File: config.mk
export PLATFORM = sky130hd
export DESIGN_NAME = tdm_demux1_4
export DESIGN_NICKNAME = d
export VERILOG_FILES = /design/src/rtl/tdm_demux1_4.sv
export SDC_FILE = /design/constraint.sdc
export NUM_CORES = 1
export LEC_CHECK = 0
export ABC_CLOCK_PERIOD_IN_PS = 2800
export BUFFER_PORTS_ARGS = -buffer_cell sky130_fd_sc_hd__buf_2
export CORE_AREA = 2 2 76 78
export CTS_BUF_LIST = sky130_fd_sc_hd__clkbuf_16
export DETAILED_ROUTE_END_ITERATION = 6
export DIE_AREA = 0 0 78 80
export PLACE_DENSITY = 0.76
export SLEW_MARGIN = 20
export SYNTH_ARGS = -nofsm -noshare
export SYNTH_HDL_FRONTEND = slang
export SYNTH_SLANG_ARGS = --single-unit
File: constraint.sdc
create_clock -name clk -period 2.8 [get_ports clk]
set_clock_uncertainty 0.15 [all_clocks]
set_input_delay 0.42 -clock clk [delete_from_list [all_inputs] [get_ports clk]]
set_output_delay 0.42 -clock clk [all_outputs]
set_load 0.02 [all_outputs]
File: src/rtl/tdm_demux1_4.sv
// Receive side of the 4-channel TDM link: steers each word to its channel register and tracks frame alignment.
// Latency 1 cycle from the sampling edge to every output; full rate with no stalls and no back-pressure.
module tdm_demux1_4 #(
    parameter int WIDTH = 8
) (
    input  logic                 clk,
    input  logic                 rst,
    input  logic [WIDTH-1:0]     din,
    input  logic                 din_valid,
    input  logic                 frame_sync,
    output logic [4*WIDTH-1:0]   ch_data,
    output logic [3:0]           ch_valid,
    output logic [4*WIDTH-1:0]   frame_data,
    output logic                 frame_valid,
    output logic [1:0]           slot,
    output logic                 locked,
    output logic                 sync_err
);

    typedef enum logic {
        HUNT   = 1'b0,
        LOCKED = 1'b1
    } state_t;

    state_t                  state_q, state_d;
    logic [3:0][WIDTH-1:0]   ch_q, ch_d;
    logic [3:0][WIDTH-1:0]   frame_q, frame_d;
    logic [3:0]              ch_valid_q, ch_valid_d;
    logic                    frame_valid_q, frame_valid_d;
    logic [1:0]              slot_q, slot_d;
    logic                    sync_err_q, sync_err_d;

    logic sync_word;
    logic data_word;

    assign sync_word = din_valid & frame_sync;
    assign data_word = din_valid & ~frame_sync;

    // State register
    always_ff @(posedge clk or posedge rst) begin
        if (rst) begin
            state_q <= HUNT;
        end else begin
            state_q <= state_d;
        end
    end

    // Next-state logic: a sync word always (re)acquires alignment, a data word in slot 0 loses it
    always_comb begin
        state_d = state_q;
        unique case (state_q)
            HUNT: begin
                if (sync_word) begin
                    state_d = LOCKED;
                end
            end
            LOCKED: begin
                if (data_word && (slot_q == 2'd0)) begin
                    state_d = HUNT;
                end
            end
            default: state_d = HUNT;
        endcase
    end

    // Output and datapath next values
    always_comb begin
        ch_d          = ch_q;
        frame_d       = frame_q;
        ch_valid_d    = 4'b0000;
        frame_valid_d = 1'b0;
        slot_d        = slot_q;
        sync_err_d    = 1'b0;

        unique case (state_q)
            HUNT: begin
                if (sync_word) begin
                    ch_d[0]       = din;
                    ch_valid_d[0] = 1'b1;
                    slot_d        = 2'd1;
                end
            end
            LOCKED: begin
                if (sync_word) begin
                    // Early sync aborts the partial frame and restarts at channel 0
                    sync_err_d    = (slot_q != 2'd0);
                    ch_d[0]       = din;
                    ch_valid_d[0] = 1'b1;
                    slot_d        = 2'd1;
                end else if (data_word) begin
                    if (slot_q == 2'd0) begin
                        sync_err_d = 1'b1;
                    end else begin
                        ch_d[slot_q]       = din;
                        ch_valid_d[slot_q] = 1'b1;
                        slot_d             = slot_q + 2'd1;
                        if (slot_q == 2'd3) begin
                            frame_d[3]    = din;
                            frame_d[2:0]  = ch_q[2:0];
                            frame_valid_d = 1'b1;
                        end
                    end
                end
            end
            default: ;
        endcase
    end

    always_ff @(posedge clk or posedge rst) begin
        if (rst) begin
            ch_q          <= '0;
            frame_q       <= '0;
            ch_valid_q    <= 4'b0000;
            frame_valid_q <= 1'b0;
            slot_q        <= 2'd0;
            sync_err_q    <= 1'b0;
        end else begin
            ch_q          <= ch_d;
            frame_q       <= frame_d;
            ch_valid_q    <= ch_valid_d;
            frame_valid_q <= frame_valid_d;
            slot_q        <= slot_d;
            sync_err_q    <= sync_err_d;
        end
    end

    assign ch_data     = ch_q;
    assign frame_data  = frame_q;
    assign ch_valid    = ch_valid_q;
    assign frame_valid = frame_valid_q;
    assign slot        = slot_q;
    assign locked      = (state_q == LOCKED);
    assign sync_err    = sync_err_q;

endmodule

==> flow_summary.ini, run 1 <==
[power]
power.share.sequential_pct = 38.3
clkPwrFrac_pct = 23.6
power_w = 0.003948
intPower_w = 0.002483
p_per_area_nw_per_um2 = 1201
peakVddDrop_mv = 0.8979
combPwrFrac_pct = 38.1
swShare_pct = 37.12
p_leak_nw = 1.732
switching_power_w = 0.001466

[placement]
place_ws_ps = 661.9
numPortBuffers = 84
dpl.hpwl_mm = 3.500
gp_congestion = 0.7562

[layout]
syn2layout_area_growth_pct = 26.16
multi_input_area_um2 = 858.3
final_nets = 266
antenna_cells = 0
seqCellArea_um2 = 1602
n_fill_cell = 446
drive_gt1_share_pct = 63.78
layout_common_cells = buf_2, dfrtp_1, mux2_2, clkbuf_16
final_common_cell = buf_2

[worst_setup_path]
rrSetupSlack_ps = 690
path_depth = 4
startpoint = slot[1]$_DFFE_PP0P_
rr_worst_depth = 4
cp-end-kind = flip-flop
cp.required_ps = 2840
crit_fanout = 8
timing.rr.end = ch_data[8]$_DFFE_PP0P_
critPathCapture = ch_data[8]$_DFFE_PP0P_
crit_family = simple AND/OR/NAND/NOR gates
cpMaxStageDelayCell = nor4b_4
r2r_start = slot[1]$_DFFE_PP0P_
path_cells = inv_1 -> ha_1 -> nor4b_4 -> mux2_2
worst_path_largest_cell_delay_ps = 630
crit_path_start_kind = flip-flop
critical_path_class = reg2reg
arrival_ps = 2150
crit_buf_inv = 1

[timing]
setup_violations = 0
period_needed_ps = 2107
grt_setup_unrepaired = no
maxSlewViolCount = 0
worst_pin_slew_ps = 647.4
max_freq_mhz = 474.5
fin_setup_tns_ps = 0
setup_slack_ps = 692.6
fin_crit_sh_pct = 75.27
max_slew_margin_pct = 56.66
hold_viol_final = 0

[clock_tree]
cts_tree = built
clk_latency_ps = 310
clock_sinks = 64
cts_resized = 0
cts_buffer_depth = 2
root_buffer = clkbuf_16
path_clk_slew_ps = 50
cts_hold_buf = 1
cts_max_level = 3
cts_buffers = 9
post_cts_buffers = 0

[floorplanning]
core_um2 = 5405
dieArea_um2 = 6240
dieWidth_um = 78
num_io_pins = 85
row_count = 27
floorplan.initialDensity_pct = 48.22
fp.dieH_um = 80

[route]
vias = 1581
post_drt_wl_per_cell_um = 14.98
drtAntennaViolNets = 0
detail_route.vias_per_cell = 4.850
drt_wl_total_mm = 4.882
drc = 0
drt_pass1_iterations = 4
drt-initial-drc-count = 77

[global_routing]
grt_overflow = 0
grt_pass1_wl_mm = 7.976
antenna_found_initial = 0
grt_max_degree = 25
first_global_vias = 1579
grtUsageTotal_pct = 16.84

[synthesis]
synth_cell_types = 21
yosysSeqAreaShare_pct = 61.45
syn_nets = 180
synth_area_per_cell_um2 = 15.99
yosysWarnings = 0
synth_cells = 163
netlist_area_um2 = 2606
synth-seq-cells = 64

[status]
status = complete, no violations

[min_path]
hp-class = in2reg

[run]
maxCapViolCount = 0
synth_stat cells:
library cell  number  area [µm²]
nand2_1            3       11.26
clkbuf_8           1       13.76
inv_1              4       15.01
nor2_1             1       3.750
buf_4              9       67.56
ha_1               5       62.56
nor2b_1            2       12.51
buf_6              4       45.04
buf_2              1       5.000
nor3b_1            2       15.01
o211ai_1           1       7.510
nor4b_4            2       47.55
mux2_2            57       641.9
dfrtp_1           64        1602
o22ai_1            1       6.260
and4b_1            1       10.01
and3b_1            1       8.760
a211oi_1           1       7.510
nand2_4            1       11.26
o21ai_0            1       5.000
a21o_1             1       7.510
registers in the layout, indices dropped and copies added, names as in the netlist:
signal / flops
locked: 1
ch_valid: 4
slot: 2
sync_err: 1
frame_data: 31
ch_data: 25
routing by layer:
metal | up-vias | GRT usage (%) | routed length, µm
li1 | 738 | - | -
met1 | 785 | 22.24 | 2210
met2 | 52 | 26.38 | 2381
met3 | 6 | 3.507 | 225
met4 | 0 | 8.772 | 64
met5 | - | 0 | 0
area by class of cell:
class,instances,share of cell area [%]
Sequential cell,64,48.71
Multi-Input combinational cell,80,26.10
Timing Repair Buffer,90,14.23
Clock buffer,9,6.849
Tap cell,72,2.740
Clock inverter,7,0.9132
Inverter,4,0.4566
per-stage QoR:
stage / hold WS (ps) / util [%] / std cells / instance area (µm²)
6_report: 243.0 / 60.83 / 326 / 3288
5_1_grt: 241.3 / 60.83 / 326 / 3288
4_1_cts: 237.4 / 60.83 / 326 / 3288
3_5_place_dp: 326.6 / 55.93 / 309 / 3023
3_3_place_gp: 327.1 / 55.93 / 309 / 3023
2_1_floorplan: 420.6 / - / 163 / 2606
worst min path at each step:
stage                      start                    endpoint  slack [ps]  depth (start not counted)
final                     din[5]      ch_data[5]$_DFFE_PP0P_         240                          2
after global routing      din[1]      ch_data[1]$_DFFE_PP0P_         240                          2
after CTS                 din[1]     ch_data[17]$_DFFE_PP0P_         240                          2
after detailed placement     rst  frame_data[29]$_DFFE_PP0P_         330                          2
after global placement       rst  frame_data[29]$_DFFE_PP0P_         330                          2
after floorplan           din[0]      ch_data[0]$_DFFE_PP0P_         420                          1
logic make-up (layout without fill, tap and decap cells):
group | after synthesis | after routing | synth area share, %
buffers and inverters | 19 | 110 | 5.616
adder cells (fa/ha/maj) | 5 | 5 | 2.400
multiplexers | 57 | 57 | 24.63
AND/OR/NAND/NOR | 13 | 13 | 4.609
flip-flops | 64 | 64 | 61.45
AO/OA/AOI/OAI | 5 | 5 | 1.296
power by group through the flow:
stage               clock, W  combinational (W)  sequential, W
global route         0.00100            0.00161        0.00156
finish              0.000932            0.00151        0.00151
global placement           0            0.00150        0.00152
CTS                 0.000953            0.00153        0.00152
floorplan                  0           0.000646        0.00194
detailed placement         0            0.00152        0.00152
Note: power is estimated with default switching activity, not from simulation.
==> run 2, diff against run 1 <==
Settings changed: ABC_AREA from default to 1, ABC_CLOCK_PERIOD_IN_PS 2800 to 1850, CORE_AREA 2 2 76 78 to 2 2 81 83, DIE_AREA 0 0 78 80 to 0 0 83 85, PLACE_DENSITY 0.76 to 0.72.
Clock period 2.8 ns to 1.85 ns, I/O delays scaled along.
==> run 2 against run 1 <==
  * Clock power is 100% higher
  * Utilization is 4.9 points lower
  * Sequential power is 52% higher
  * Highest routed layer unchanged
==> flow_summary.ini, run 2 <==
[synthesis]
synth_top_cell_by_area = dfrtp_1
synth-seq-cells = 64
synth-main-ff-cell = dfrtp_1
yosysSeqAreaShare_pct = 59.48
netlist_area_um2 = 2693
synth_mux_area_share_pct = 0
synthDominantCellAreaShare_pct = 59.48
synth_cell_types = 19
synth_top_family_by_area = simple AND/OR/NAND/NOR gates
synthAdderAreaFrac_pct = 2.323
synth_edf_count = 0
synth_cells = 296
async_flop_share_pct = 100.0
yosys-top-cells-area = dfrtp_1, nand2_1, nand3_1
synth_area_per_cell_um2 = 9.097
synth-xor-area-share_pct = 0
synth_simple_gate_area_share_pct = 30.02
synth_most_common_cell = nand2_1
yosysWarnings = 0
synth-compound-area-share_pct = 0.3717
syn_nets = 313
netlist_top_cells_count = nand2_1, dfrtp_1, nand3_1

[placement]
dp_cells = 442
numPortBuffers = 84
dpl.hpwl_mm = 4.362
postPlaceCellArea_um2 = 3109
place_ws_ps = 80.07
gp_congestion = 0.7457

[timing]
max_freq_mhz = 601.5
fin_crit_sh_pct = 89.87
period_needed_ps = 1663
fin_setup_tns_ps = 0
hold_viol_final = 0
grt_setup_unrepaired = no
setup_slack_ps = 187.4
worst_pin_slew_ps = 447.6
setup_violations = 0
max_slew_margin_pct = 70.09
maxSlewViolCount = 0

[worst_setup_path]
arrival_ps = 1770
crit_fanout = 34
r2r_start = slot[0]$_DFFE_PP0P_
crit_buf_inv = 3
cp.required_ps = 1960
startpoint = slot[0]$_DFFE_PP0P_
cpMaxStageDelayCell = dfrtp_1
cp-end-kind = flip-flop
crit_path_start_kind = flip-flop
crit_family = buffers and inverters
worst_path_largest_cell_delay_ps = 420
path_cells = inv_1 -> ha_1 -> clkinv_1 -> buf_4 -> nand3_1 -> nand2_1
critical_path_class = reg2reg

[global_routing]
grt_pass1_wl_mm = 10.43
antenna_found_initial = 0
grt_max_degree = 65
grt_overflow = 0
first_global_vias = 2054
grtUsageTotal_pct = 18.91

[power]
p_leak_nw = 2.031
p_per_area_nw_per_um2 = 1894
peakVddDrop_mv = 1.398
power_w = 0.006576

[clock_tree]
cts_tree = built
cts_buffers = 9
cts_buffer_depth = 2
path_clk_slew_ps = 50
cts_max_level = 3
clk_latency_ps = 320
root_buffer = clkbuf_16
post_cts_buffers = 0
clock_sinks = 64

[floorplanning]
fp.dieH_um = 85
row_count = 29
dieArea_um2 = 7055
dieWidth_um = 83
core_um2 = 6205
floorplan.initialDensity_pct = 43.40
num_io_pins = 85

[route]
vias = 2289
drtAntennaViolNets = 0
drt_pass1_iterations = 4
detail_route.vias_per_cell = 4.976
post_drt_wl_per_cell_um = 14.15
drc = 0
drt-initial-drc-count = 184
drt_wl_total_mm = 6.507

[layout]
final_common_cell = nand2_1
fin_cells = 460
stdcell_area_um2 = 3472
largest_register_ff_count = 31
syn2layout_area_growth_pct = 28.95
drive_gt1_share_pct = 30.03
final_nets = 395
antenna_cells = 0
layout_common_cells = nand2_1, buf_2, dfrtp_1, nand3_1, inv_1

[min_path]
hp-class = in2reg
min-delay-start = din[7]

[run]
maxCapViolCount = 0

[status]
status = complete, no violations
-- run 2: cell types whose count changed in the layout (fill, tap and decap cells not counted), sizes merged, moves of 3 or more --
cell,before,now
nand3,0,53
mux2,57,0
bufinv,0,3
nand2,4,131
inv,5,11
nor2,1,7
-- run 2: area by class of cell --
type / instances / area, µm²
inverters: 13 / 52.55
repair buffers: 91 / 488.0
multi-input cells: 199 / 897.1
clock buffers: 9 / 225.2
well taps: 77 / 96.34
fillers: 583 / 2733
clock inverters: 7 / 111.4
flip-flops and latches: 64 / 1602
-- run 2: path summary, 6_finish.rpt --
check,to,slack (ps),cells after the start
max in group asynchronous,slot[1]$_DFFE_PP0P_,840,4
max reg2reg,frame_data[18]$_DFFE_PP0P_,190,6
min reg2reg,frame_data[13]$_DFFE_PP0P_,310,2
min in group asynchronous,frame_data[12]$_DFFE_PP0P_,430,4
max,frame_data[18]$_DFFE_PP0P_,190,6
min,ch_data[7]$_DFFE_PP0P_,70,3
-- run 2: cells by family after synthesis --
family / count (synthesis)
adders and majority gates: 5
buffers and inverters: 34
and+or+nand+nor: 191
DFF: 64
AOI/OAI and AO/OA: 2
-- run 2: repair_timing --
action,4_1_cts,5_1_grt
setup endpoints to repair,0,37
hold endpoints to repair,64,0
hold buffers,1,0
gates resized for setup,0,2
-- run 2: through the flow --
stage,util (%),hold WS [ps]
6_report,55.96,67.17
5_1_grt,55.96,88.25
4_1_cts,55.70,59.87
3_5_place_dp,50.11,244.1
3_3_place_gp,50.11,239.5
2_1_floorplan,-,237.1
-- run 2: worst min-delay path: cells and delay by family --
family        cells  cell delay, ps
simple gates      2             110
buf+inv           1             130
-- run 2: where the power goes --
group / internal (W) / switching, W
clock network: 0.00130 / 0.000572
logic: 0.000729 / 0.00167
registers: 0.00192 / 0.000377
-- run 2: metal layers --
metal / GRT usage (%) / vias to the layer above / part of all wire, % / wire length, µm
met5: 0 / - / 0 / 0
met3: 6.031 / 8 / 7.3 / 476
met1: 25.00 / 1095 / 41 / 2684
met4: 5.961 / 0 / 1.2 / 81
met2: 29.99 / 86 / 50 / 3263
li1: - / 1100 / - / -
==> run 3, diff against run 2 <==
Settings changed: SETUP_SLACK_MARGIN from default to 0.3.
==> run 3 against run 2 <==
  * Sequential cell count unchanged
  * Utilization up 4.3 points
  * Critical endpoint is now ch_data[31]$_DFFE_PP0P_
  * Via count up 5.8%
  * Cell count up 2.8%
  * Largest power group unchanged
  * Die area unchanged
==> flow_summary.ini, run 3 (synthesized netlist as in run 2, its figures left out) <==
[status]
status = complete, no violations

[layout]
syn2layout_area_growth_pct = 38.94
fin_cells = 473
drive_gt1_share_pct = 35.35
final_common_cell = nand2_1
layout_common_cells = nand2_1, buf_2, dfrtp_1, nand3_1, clkbuf_16
antenna_cells = 0
largest_register_ff_count = 31
final_nets = 408

[route]
post_drt_wl_per_cell_um = 15.87
route.met3.wl_um = 501
drt-met1-wl_mm = 3.056
drc = 0
drt_wl_total_mm = 7.508
drt-initial-drc-count = 187
drt_pass1_iterations = 5
top_layer = met4
vias = 2421
drtAntennaViolNets = 0
route.met2.wl_mm = 3.762
detail_route.vias_per_cell = 5.118

[worst_setup_path]
path_cells = ha_1 -> nand2_2 -> buf_4 -> nor2_4 -> buf_12 -> nand3_1 -> nand2_1
arrival_ps = 1560
cpMaxStageDelayCell = dfrtp_2
crit_fanout = 17
cp.required_ps = 1920
cp-end-kind = flip-flop
crit_path_start_kind = flip-flop
crit_buf_inv = 2
worst_path_largest_cell_delay_ps = 430
critical_path_class = reg2reg
crit_family = flip-flops

[timing]
period_needed_ps = 1488
worst_pin_slew_ps = 516.5
setup_violations = 0
maxSlewViolCount = 0
fin_crit_sh_pct = 80.44
grt_setup_unrepaired = yes
fin_setup_tns_ps = 0
max_slew_margin_pct = 65.49
whs_ps = 74.01
hold_viol_final = 0
max_freq_mhz = 672.0

[placement]
numPortBuffers = 84
gp_congestion = 0.7865
dpl.hpwl_mm = 4.544
dp_cells = 441

[global_routing]
grt_pass1_wl_mm = 11.46
grt_max_degree = 32
first_global_vias = 2244
antenna_found_initial = 0
grtUsageTotal_pct = 21.03
grt_overflow = 0

[floorplanning]
core_um2 = 6205
dieWidth_um = 83
num_io_pins = 85
fp.dieH_um = 85
row_count = 29
floorplan.initialDensity_pct = 43.40
dieArea_um2 = 7055

[power]
p_per_area_nw_per_um2 = 1838
p_leak_nw = 2.122
peakVddDrop_mv = 0.9733

[clock_tree]
clk_latency_ps = 330
root_buffer = clkbuf_16
cts_max_level = 3
clock_sinks = 64
cts_tree = built
cts_buffers = 9
path_clk_slew_ps = 50
cts_buffer_depth = 2

[run]
maxCapViolCount = 0

[min_path]
hp-class = in2reg
run 3: per-layer routing:
metal | track usage, % | vias to the layer above
li1 | - | 1128
met1 | 27.32 | 1185
met2 | 33.87 | 92
met3 | 3.891 | 16
met4 | 11.03 | 0
met5 | 0 | -
run 3: final cells by class:
cell class              count  area [µm²]
fillers                   516        2464
flip-flops and latches     64        1604
multi-input cells         200       958.4
repair buffers            103       732.0
clock buffers               9       225.2
well taps                  77       96.34
clock inverters             7       70.07
inverters                  13       55.05
run 3: worst paths after layout:
check	slack, ps	cells after the start	end	start
setup / recovery	360	7	ch_data[31]$_DFFE_PP0P_	slot[0]$_DFFE_PP0P_
hold / removal	70	3	ch_data[5]$_DFFE_PP0P_	din[5]
setup reg to reg	360	7	ch_data[31]$_DFFE_PP0P_	slot[0]$_DFFE_PP0P_
hold reg to reg	320	2	frame_data[23]$_DFFE_PP0P_	frame_data[23]$_DFFE_PP0P_
max in group asynchronous	620	4	frame_data[14]$_DFFE_PP0P_	rst
min in group asynchronous	390	3	frame_data[12]$_DFFE_PP0P_	rst
run 3: power breakdown:
part	internal, W	switching, W
registers	0.00193	0.000395
logic	0.00103	0.00186
clock network	0.00104	0.000629
run 3: worst min-delay path, delay by kind of cell:
family                 cells  cell delay, ps
and+or+nand+nor            2             110
buffers and inverters      1             130
run 3: per-stage QoR:
| step | cell area [µm²] | worst slack (ps) | utilization (%) | total power, W |
|---|---|---|---|---|
| after floorplan | 2703 | 310.9 | - | 0.003969 |
| after global placement | 3131 | 150.2 | 50.45 | 0.004687 |
| after detailed placement | 3131 | 68.54 | 50.45 | 0.004763 |
| final | 3741 | 361.9 | 60.29 | 0.006875 |
| after CTS | 3610 | 316.9 | 58.18 | 0.006694 |
| after global routing | 3741 | 267.6 | 60.29 | 0.007226 |
run 3: repair_timing:
action | in CTS | in global routing
hold buffers | 1 | 0
endpoints found under the setup margin | 49 | 48
gates resized for setup | 10 | 10
buffers inserted | 5 | 4
hold endpoints to repair | 19 | 0
cloned | 3 | 3
pin swaps | 3 | 4
